### config.mk
export PLATFORM = sky130hd
export DESIGN_NAME = gcd_controller
export DESIGN_NICKNAME = d
export VERILOG_FILES = /design/src/rtl/gcd_pkg.sv /design/src/rtl/gcd_controller.sv
export SDC_FILE = /design/constraint.sdc
export NUM_CORES = 1
export LEC_CHECK = 0
export ABC_AREA = 1
export BUFFER_PORTS_ARGS = -buffer_cell sky130_fd_sc_hd__buf_2
export CAP_MARGIN = 20
export CELL_PAD_IN_SITES_DETAIL_PLACEMENT = 2
export CELL_PAD_IN_SITES_GLOBAL_PLACEMENT = 2
export CORE_MARGIN = 2
export CORE_UTILIZATION = 27
export DETAILED_ROUTE_END_ITERATION = 8
export PLACE_DENSITY = 0.78
export SYNTH_ARGS = -nofsm -noshare
export SYNTH_HDL_FRONTEND = slang
export SYNTH_SLANG_ARGS = --single-unit
### constraint.sdc
create_clock -name clk -period 1.84 [get_ports clk]
set_clock_uncertainty 0.15 [all_clocks]
set_input_delay 0.368 -clock clk [delete_from_list [all_inputs] [get_ports clk]]
set_output_delay 0.368 -clock clk [all_outputs]
set_load 0.01 [all_outputs]
### src/rtl/gcd_pkg.sv
// Shared definitions for the GCD block: ALU mode codes, controller state
// encoding, the controller's flag bundle and the default iteration limit.
package gcd_pkg;

  localparam logic [2:0] ALU_NOP  = 3'd0;
  localparam logic [2:0] ALU_CMP  = 3'd1;
  localparam logic [2:0] ALU_SUB  = 3'd2;
  localparam logic [2:0] ALU_MOD  = 3'd3;
  localparam logic [2:0] ALU_PASS = 3'd4;

  // 16-bit Euclid needs at most 23 modulo steps, so 24 is a safe abort point.
  localparam int MAX_ITER_DEFAULT = 24;
  localparam int ITER_W_DEFAULT   = 5;

  typedef enum logic [2:0] {
    S_IDLE  = 3'd0,
    S_SORT  = 3'd1,
    S_LOAD  = 3'd2,
    S_CHECK = 3'd3,
    S_MOD   = 3'd4,
    S_SHIFT = 3'd5,
    S_DONE  = 3'd6,
    S_ERR   = 3'd7
  } state_t;

  typedef struct packed {
    logic [2:0] alu_mode;
    logic       wren_zw_gross;
    logic       wren_zw_klein;
    logic       wren_zw_in_zahlen;
    logic       wren_erg_modulo;
    logic       wren_to_new_numbers;
    logic       zahl1_to_alu_a;
    logic       zahl2_to_alu_b;
    logic       erg_modulo_to_alu_a;
    logic       check_for_termination;
    logic       busy;
    logic       done;
  } ctrl_t;

  // Moore flag table: the flags a state shows while the FSM sits in it.
  function automatic ctrl_t state_flags(input state_t s);
    ctrl_t c;
    c          = '0;
    c.alu_mode = ALU_NOP;
    c.busy     = (s != S_IDLE);
    case (s)
      S_SORT: begin
        c.alu_mode       = ALU_CMP;
        c.zahl1_to_alu_a = 1'b1;
        c.zahl2_to_alu_b = 1'b1;
        c.wren_zw_gross  = 1'b1;
        c.wren_zw_klein  = 1'b1;
      end
      S_LOAD:  c.wren_zw_in_zahlen     = 1'b1;
      S_CHECK: c.check_for_termination = 1'b1;
      S_MOD: begin
        c.alu_mode        = ALU_MOD;
        c.wren_erg_modulo = 1'b1;
      end
      S_SHIFT: begin
        c.wren_to_new_numbers = 1'b1;
        c.erg_modulo_to_alu_a = 1'b1;
      end
      S_DONE:  c.done = 1'b1;
      S_ERR:   c.done = 1'b1;
      default: c.busy = 1'b0;
    endcase
    return c;
  endfunction

endpackage

### src/rtl/gcd_controller.sv
// Control FSM for the Euclid-by-modulo GCD datapath. Optional output
// iter_cnt_o is present when GCD_CTRL_ITER_COUNT_EN is defined.
module gcd_controller
  import gcd_pkg::*;
#(
  parameter int MAX_ITER = MAX_ITER_DEFAULT,
  parameter int ITER_W   = ITER_W_DEFAULT
) (
  input  logic              clk,
  input  logic              rst,
  input  logic              start_i,
  input  logic              b_zero_i,
  input  logic              a_zero_i,
  output logic [2:0]        alu_mode_o,
  output logic              wren_zw_gross_o,
  output logic              wren_zw_klein_o,
  output logic              wren_zw_in_zahlen_o,
  output logic              wren_erg_modulo_o,
  output logic              wren_to_new_numbers_o,
  output logic              zahl1_to_alu_a_o,
  output logic              zahl2_to_alu_b_o,
  output logic              erg_modulo_to_alu_a_o,
  output logic              check_for_termination_o,
  output logic              busy_o,
  output logic              done_o,
  output logic              err_o
`ifdef GCD_CTRL_ITER_COUNT_EN
  ,
  output logic [ITER_W-1:0] iter_cnt_o
`endif
);

  state_t            state_q, state_nxt;
  ctrl_t             ctrl_q;
  logic [ITER_W-1:0] cnt_q, cnt_nxt, cnt_inc;
  logic              err_q, err_nxt;

  assign cnt_inc = cnt_q + 1'b1;

  always_comb begin
    state_nxt = state_q;
    cnt_nxt   = cnt_q;
    case (state_q)
      S_IDLE: begin
        if (start_i) begin
          state_nxt = S_SORT;
          cnt_nxt   = '0;
        end
      end
      S_SORT:  state_nxt = S_LOAD;
      S_LOAD:  state_nxt = S_CHECK;
      S_CHECK: begin
        if (a_zero_i && b_zero_i) state_nxt = S_ERR;
        else if (b_zero_i)        state_nxt = S_DONE;
        else                      state_nxt = S_MOD;
      end
      S_MOD:   state_nxt = S_SHIFT;
      S_SHIFT: begin
        cnt_nxt   = cnt_inc;
        state_nxt = (cnt_inc == ITER_W'(MAX_ITER)) ? S_ERR : S_CHECK;
      end
      S_DONE:  state_nxt = S_IDLE;
      S_ERR:   state_nxt = S_IDLE;
      default: state_nxt = S_IDLE;
    endcase
  end

  // err is sticky across IDLE and only a fresh start clears it.
  always_comb begin
    err_nxt = err_q;
    if (state_nxt == S_ERR)             err_nxt = 1'b1;
    else if (state_q == S_IDLE && start_i) err_nxt = 1'b0;
  end

  // Flags are registered from the next state so they line up with the state.
  always_ff @(posedge clk) begin
    if (rst) begin
      state_q <= S_IDLE;
      ctrl_q  <= state_flags(S_IDLE);
      cnt_q   <= '0;
      err_q   <= 1'b0;
    end else begin
      state_q <= state_nxt;
      ctrl_q  <= state_flags(state_nxt);
      cnt_q   <= cnt_nxt;
      err_q   <= err_nxt;
    end
  end

`ifdef GCD_CTRL_ITER_COUNT_EN
  logic [ITER_W-1:0] iter_out_q;

  always_ff @(posedge clk) begin
    if (rst) begin
      iter_out_q <= '0;
    end else if (state_q == S_IDLE && start_i) begin
      iter_out_q <= '0;
    end else if (state_nxt == S_DONE || state_nxt == S_ERR) begin
      iter_out_q <= cnt_nxt;
    end
  end

  assign iter_cnt_o = iter_out_q;
`endif

  assign alu_mode_o              = ctrl_q.alu_mode;
  assign wren_zw_gross_o         = ctrl_q.wren_zw_gross;
  assign wren_zw_klein_o         = ctrl_q.wren_zw_klein;
  assign wren_zw_in_zahlen_o     = ctrl_q.wren_zw_in_zahlen;
  assign wren_erg_modulo_o       = ctrl_q.wren_erg_modulo;
  assign wren_to_new_numbers_o   = ctrl_q.wren_to_new_numbers;
  assign zahl1_to_alu_a_o        = ctrl_q.zahl1_to_alu_a;
  assign zahl2_to_alu_b_o        = ctrl_q.zahl2_to_alu_b;
  assign erg_modulo_to_alu_a_o   = ctrl_q.erg_modulo_to_alu_a;
  assign check_for_termination_o = ctrl_q.check_for_termination;
  assign busy_o                  = ctrl_q.busy;
  assign done_o                  = ctrl_q.done;
  assign err_o                   = err_q;

endmodule

After elaboration in Yosys (flattened, before gate mapping). Index checks and enable logic that the tools add are counted.

Flip-flop bits (word level): 20. Latch bits: 0. Memory bits (writable): 0. ROM bits: 0. Input bits: 5. Output and inout port bits: 15. Word-level logic and storage cells: 57. Memories: 0.

Add/sub/neg operators: 1. Multipliers: 0. Div/mod/pow operators: 0. Magnitude comparators: 0. Equal/unequal tests: 16. Shift operators: 0. Multiplexer cells: 16. Bitwise gates (word level): 1. Reduce and logical (&&, ||, !) cells: 11.

Operators by type and width (count): $eq A3 B3 Y1 const B (8); $pmux W3 S7 (1); $eq A3 B2 Y1 const B (4); $pmux W5 S2 (1); $mux W1 (7); $reduce_or A7 Y1 (1); $eq A3 B1 Y1 const B (2); $mux W2 (3); $mux W3 (2); $reduce_or A2 Y1 (3); $add A5 B1 Y5 const B (1); $eq A5 B5 Y1 const B (1); $mux W5 (1); $pmux W2 S2 (1); $reduce_bool A2 Y1 (2); $logic_not A3 Y1 (1); $reduce_bool A3 Y1 (1); $logic_and A1 B1 Y1 (2); $ne A2 B2 Y1 const B (1); $reduce_and A2 Y1 (1); $not A1 Y1 (1).

Logic depth before layout (Yosys ltp).
Depth in word-level cells: 8. Depth in mapped cells: 9. Depth with buffers taken out: 9.

Least setup slack after synthesis. OpenSTA, ideal clock, no wires.

Kind: register to register. Start: reg cnt_q[0]. End: reg ctrl_q (netlist bit busy_o). Setup time: 122 ps. Arrival time: 1079 ps. Required time: 1568 ps. Slack: 490 ps. Stages on the path, launching flop included: 9. Buffers on the path: 0. Period minus slack after synthesis: 1350 ps. Cell sequence: dfxtp_1 > ha_1 > nand4_1 > nand2_1 > nor2_1 > nand2_1 > nand2_2 > nand2_2 > o21ai_0.

Longest elaborated chain between the ends: 8. Elaborated cells on any way between the ends: 15. Those cells by class: add/sub (1); eq/ne (8); mux (2); bitwise (1); reduce/logical (3).

Ends and longest elaborated chain: from (decl) (RTL line gcd_controller.sv:35) `logic [ITER_W-1:0] cnt_q, cnt_nxt, cnt_inc;`; from (signal assigned) (RTL line gcd_controller.sv:85) `cnt_q <= cnt_nxt;`; $add A5 B1 Y5 (*) (RTL line gcd_controller.sv:38) `assign cnt_inc = cnt_q + 1'b1;`; $eq A5 B5 Y1 (*) (RTL line gcd_controller.sv:60) `state_nxt = (cnt_inc == ITER_W'(MAX_ITER)) ? S_ERR : S_CHECK;`; $mux W3 (*) (RTL line gcd_controller.sv:60); $pmux W3 S7 (*) (RTL line gcd_controller.sv:43) `case (state_q)`; $eq A3 B3 Y1 (tied with other cells) (RTL line gcd_pkg.sv:47) `case (s)`; $reduce_or A7 Y1 (no line); $not A1 Y1 (no line); $reduce_or A2 Y1 (no line); to (signal assigned) (RTL line gcd_controller.sv:79) `ctrl_q <= state_flags(S_IDLE);`; to (signal assigned) (RTL line gcd_controller.sv:84) `ctrl_q <= state_flags(state_nxt);`; to (decl) (RTL line gcd_controller.sv:34) `ctrl_t ctrl_q;`.

Mark *: on every way between the ends. The rest lies on a longest branch, timed or not. A chain may end at the register's enable or synchronous reset.

Final worst setup path.
Start: reg cnt_q[0]. End: reg ctrl_q (netlist bit wren_erg_modulo_o).

Longest elaborated chain between the ends: 6.

Ends and longest elaborated chain (RTL line): $add A5 B1 Y5 (gcd_controller.sv:38); $eq A5 B5 Y1 (gcd_controller.sv:60); $mux W3 (gcd_controller.sv:60); $pmux W3 S7 (gcd_controller.sv:43); $eq A3 B3 Y1 (gcd_pkg.sv:47); $mux W1 (gcd_pkg.sv:47).

Every way passes these cells.

==> results.md <==
- Status: complete, no violations
- Synth Flop Type: dfxtp_1
- DRC viols: 0
- Count of final hold-check violations: 0
- Post-CTS repair timing setup buffer count: 0
- Most common cell in the netlist: nand2_1
- Crit end category: flip-flop
- Sink Count: 17
- Clk Latency, worst-skew pair: 0.29 ns
- GRT overflow: 0
- Setup violators final: 0
- NetSw: 362 uW
- Post-synth EDFFs: 0
- Fin util: 31.7%
- Chip height: 56.9 um
- Arr. time, crit path: 1.70 ns
- Dpl hpwl: 1650 um
- Post-synthesis sequential area ratio: 45.1%
- GP Congestion: 0.741
- P&R area growth vs syn: 13.8%
- HP Class: in2reg
- Max Transition Viols Final: 0
- Die X: 56.9 um
- Clock slew at reported path FFs: 0.11 ns
- First-pass GRT wire length: 3540 um
- CTS max path bufs: 2
- TritonRoute pass-1 iters: 2
- Logic gate share of total power: 30.6%
- Leak: 0.456 nW
- H-tree levels: 1
- Drt wl/cell: 13.3 um
- Site Rows: 19
- Post-synth top cells: nand2_1, dfxtp_1, inv_1
- Average size of a mapped cell: 7.32 um^2
- Final wirelength: 1990 um
- Final worst path period share: 87.2%
- Setup TNS: 0 ns
- Maximum clock frequency: 623 MHz
- Cell Int Power: 604 uW
- CP Max Fanout: 6
- Area leader, netlist: dfxtp_1
- CTS Hold Bufs: 0
- VDD IR-drop max: 0.495 mV
- Initial antenna violation count: 0
- RSZ-0062 raised after global routing: no
- CTS buffer count: 3
- Switching share of power: 37.5%
- Startpoint Class: flip-flop
- Leading post-synthesis cells by cell area: dfxtp_1, nand2_1, inv_1
- Syn Inst Count: 103
- Iteration-0 DRC Markers: 7
- PD cells: 1130 mW/mm^2
- I/O Buffers: 18
- Syn Nets: 110
- Async S/R FF share, synth: 0%
- Routed Antenna Nets: 0
- Largest net degree at the start of global routing: 11
- Reg2Reg Setup Slack: 0.24 ns
- Clock power share: 21.3%
- CTS tree: built
- Net count, final: 126
- Ports: 20
- Post-synthesis cell area: 754 um^2
- Netlist cell types: 15
- #FFs+latches synth: 17
- Die area: 0.00323 mm^2
- N_diodes: 0
- Setup CP Type: reg2reg
- Period minus WS final: 1.60 ns
- Yosys top cell area share: 45.1%
- Vias after detailed routing: 685
- Synth warnings: 0
- Vias per std cell: 4.60
- Flop pwr share: 48.1%
- Gr usage total: 14.2%
- Initial Util: 27.8%
- Fraction of layout instances using a drive strength above 1: 22.0%
- Root Driver: clkbuf_4
- Vias in the first global route: 782
- Max Cap Viol: 0
- CTS resizes: 0
- Core Area: 0.00271 mm^2
- Critical Path RT: 1.93 ns
logic make-up (layout without fill, tap and decap cells):
kind of cell	after synthesis	in the layout	synth area share, %
AO/OA/AOI/OAI	8	8	5.64
adder cells (fa/ha/maj)	2	2	3.32
buffers and inverters	24	39	15.4
flip-flops	17	17	45.1
other	1	1	0.497
AND/OR/NAND/NOR	51	51	30.0
placed cells by master (no fill, tap or decap):
| master | count |
|---|---|
| nor3_1 | 3 |
| o21ai_0 | 3 |
| clkbuf_4 | 3 |
| buf_2 | 18 |
| nand3_1 | 11 |
| clkinv_2 | 1 |
| ha_1 | 2 |
| nand4_1 | 3 |
| conb_1 | 1 |
| nand2_1 | 24 |
| a21oi_1 | 4 |
| dfxtp_1 | 17 |
| o21a_1 | 1 |
| nor2_2 | 2 |
| nand2_2 | 2 |
| inv_1 | 17 |
| nor2_1 | 6 |
power by group through the flow:
stage | logic, mW | clock network (mW) | registers [mW]
5_1_grt | 0.334 | 0.235 | 0.474
3_3_place_gp | 0.287 | 0 | 0.470
3_5_place_dp | 0.301 | 0 | 0.473
4_1_cts | 0.302 | 0.217 | 0.466
6_report | 0.295 | 0.205 | 0.465
2_1_floorplan | 0.191 | 0 | 0.487
critical path, stage by stage, from the launching register on:
cell     delay (ns)
dfxtp_1        0.44
ha_1           0.25
nand3_1        0.09
nand2_1        0.09
nand2_1        0.07
nor2_1         0.10
nand2_1        0.07
nand2_2        0.11
nand3_1        0.10
inv_1          0.08
metal layers:
layer	GRT usage, %	routed length, um	vias to the layer above
met5	0	0	-
met3	2.76	36	2
met2	29.6	1170	5
met4	2.99	12	0
met1	14.0	768	336
li1	-	-	342
sequential cells by signal (all words and copies together), names as in the netlist:
signal	flops
state_q	3
wren_zw_in_zahlen_o	1
done_o	1
wren_erg_modulo_o	1
erg_modulo_to_alu_a_o	1
zahl1_to_alu_a_o	1
cnt_q	5
busy_o	1
alu_mode_o	1
err_o	1
check_for_termination_o	1
area by class of cell:
cell class,instances,area [um^2]
Clock inverter,1,5.00
Sequential cell,17,340
Inverter,17,63.8
Tap cell,31,38.8
Fill cell,343,1850
Multi-Input combinational cell,62,298
Timing Repair Buffer,18,90.1
Clock buffer,3,22.5
path summary, 6_finish.rpt:
| path | cells after the start | startpoint | to |
|---|---|---|---|
| worst max-delay path | 9 | cnt_q[0]$_SDFFE_PP0P_ | wren_erg_modulo_o$_SDFF_PP0_ |
| worst min-delay path | 2 | rst | cnt_q[4]$_SDFFE_PP0P_ |
| worst max register to register | 9 | cnt_q[0]$_SDFFE_PP0P_ | wren_erg_modulo_o$_SDFF_PP0_ |
| worst min register to register | 2 | err_o$_SDFFE_PP0P_ | err_o$_SDFFE_PP0P_ |
through the flow:
stage	power (mW)	setup WS [ns]	cells	hold slack (ns)	instance area [um^2]
2_1_floorplan	0.678	0.490	103	0.301	754
3_3_place_gp	0.757	0.306	145	0.310	831
3_5_place_dp	0.774	0.221	145	0.322	831
4_1_cts	0.985	0.196	149	0.209	858
5_1_grt	1.04	0.0446	149	0.223	858
6_report	0.966	0.236	149	0.219	858
Power figures use the tool's default switching activity.
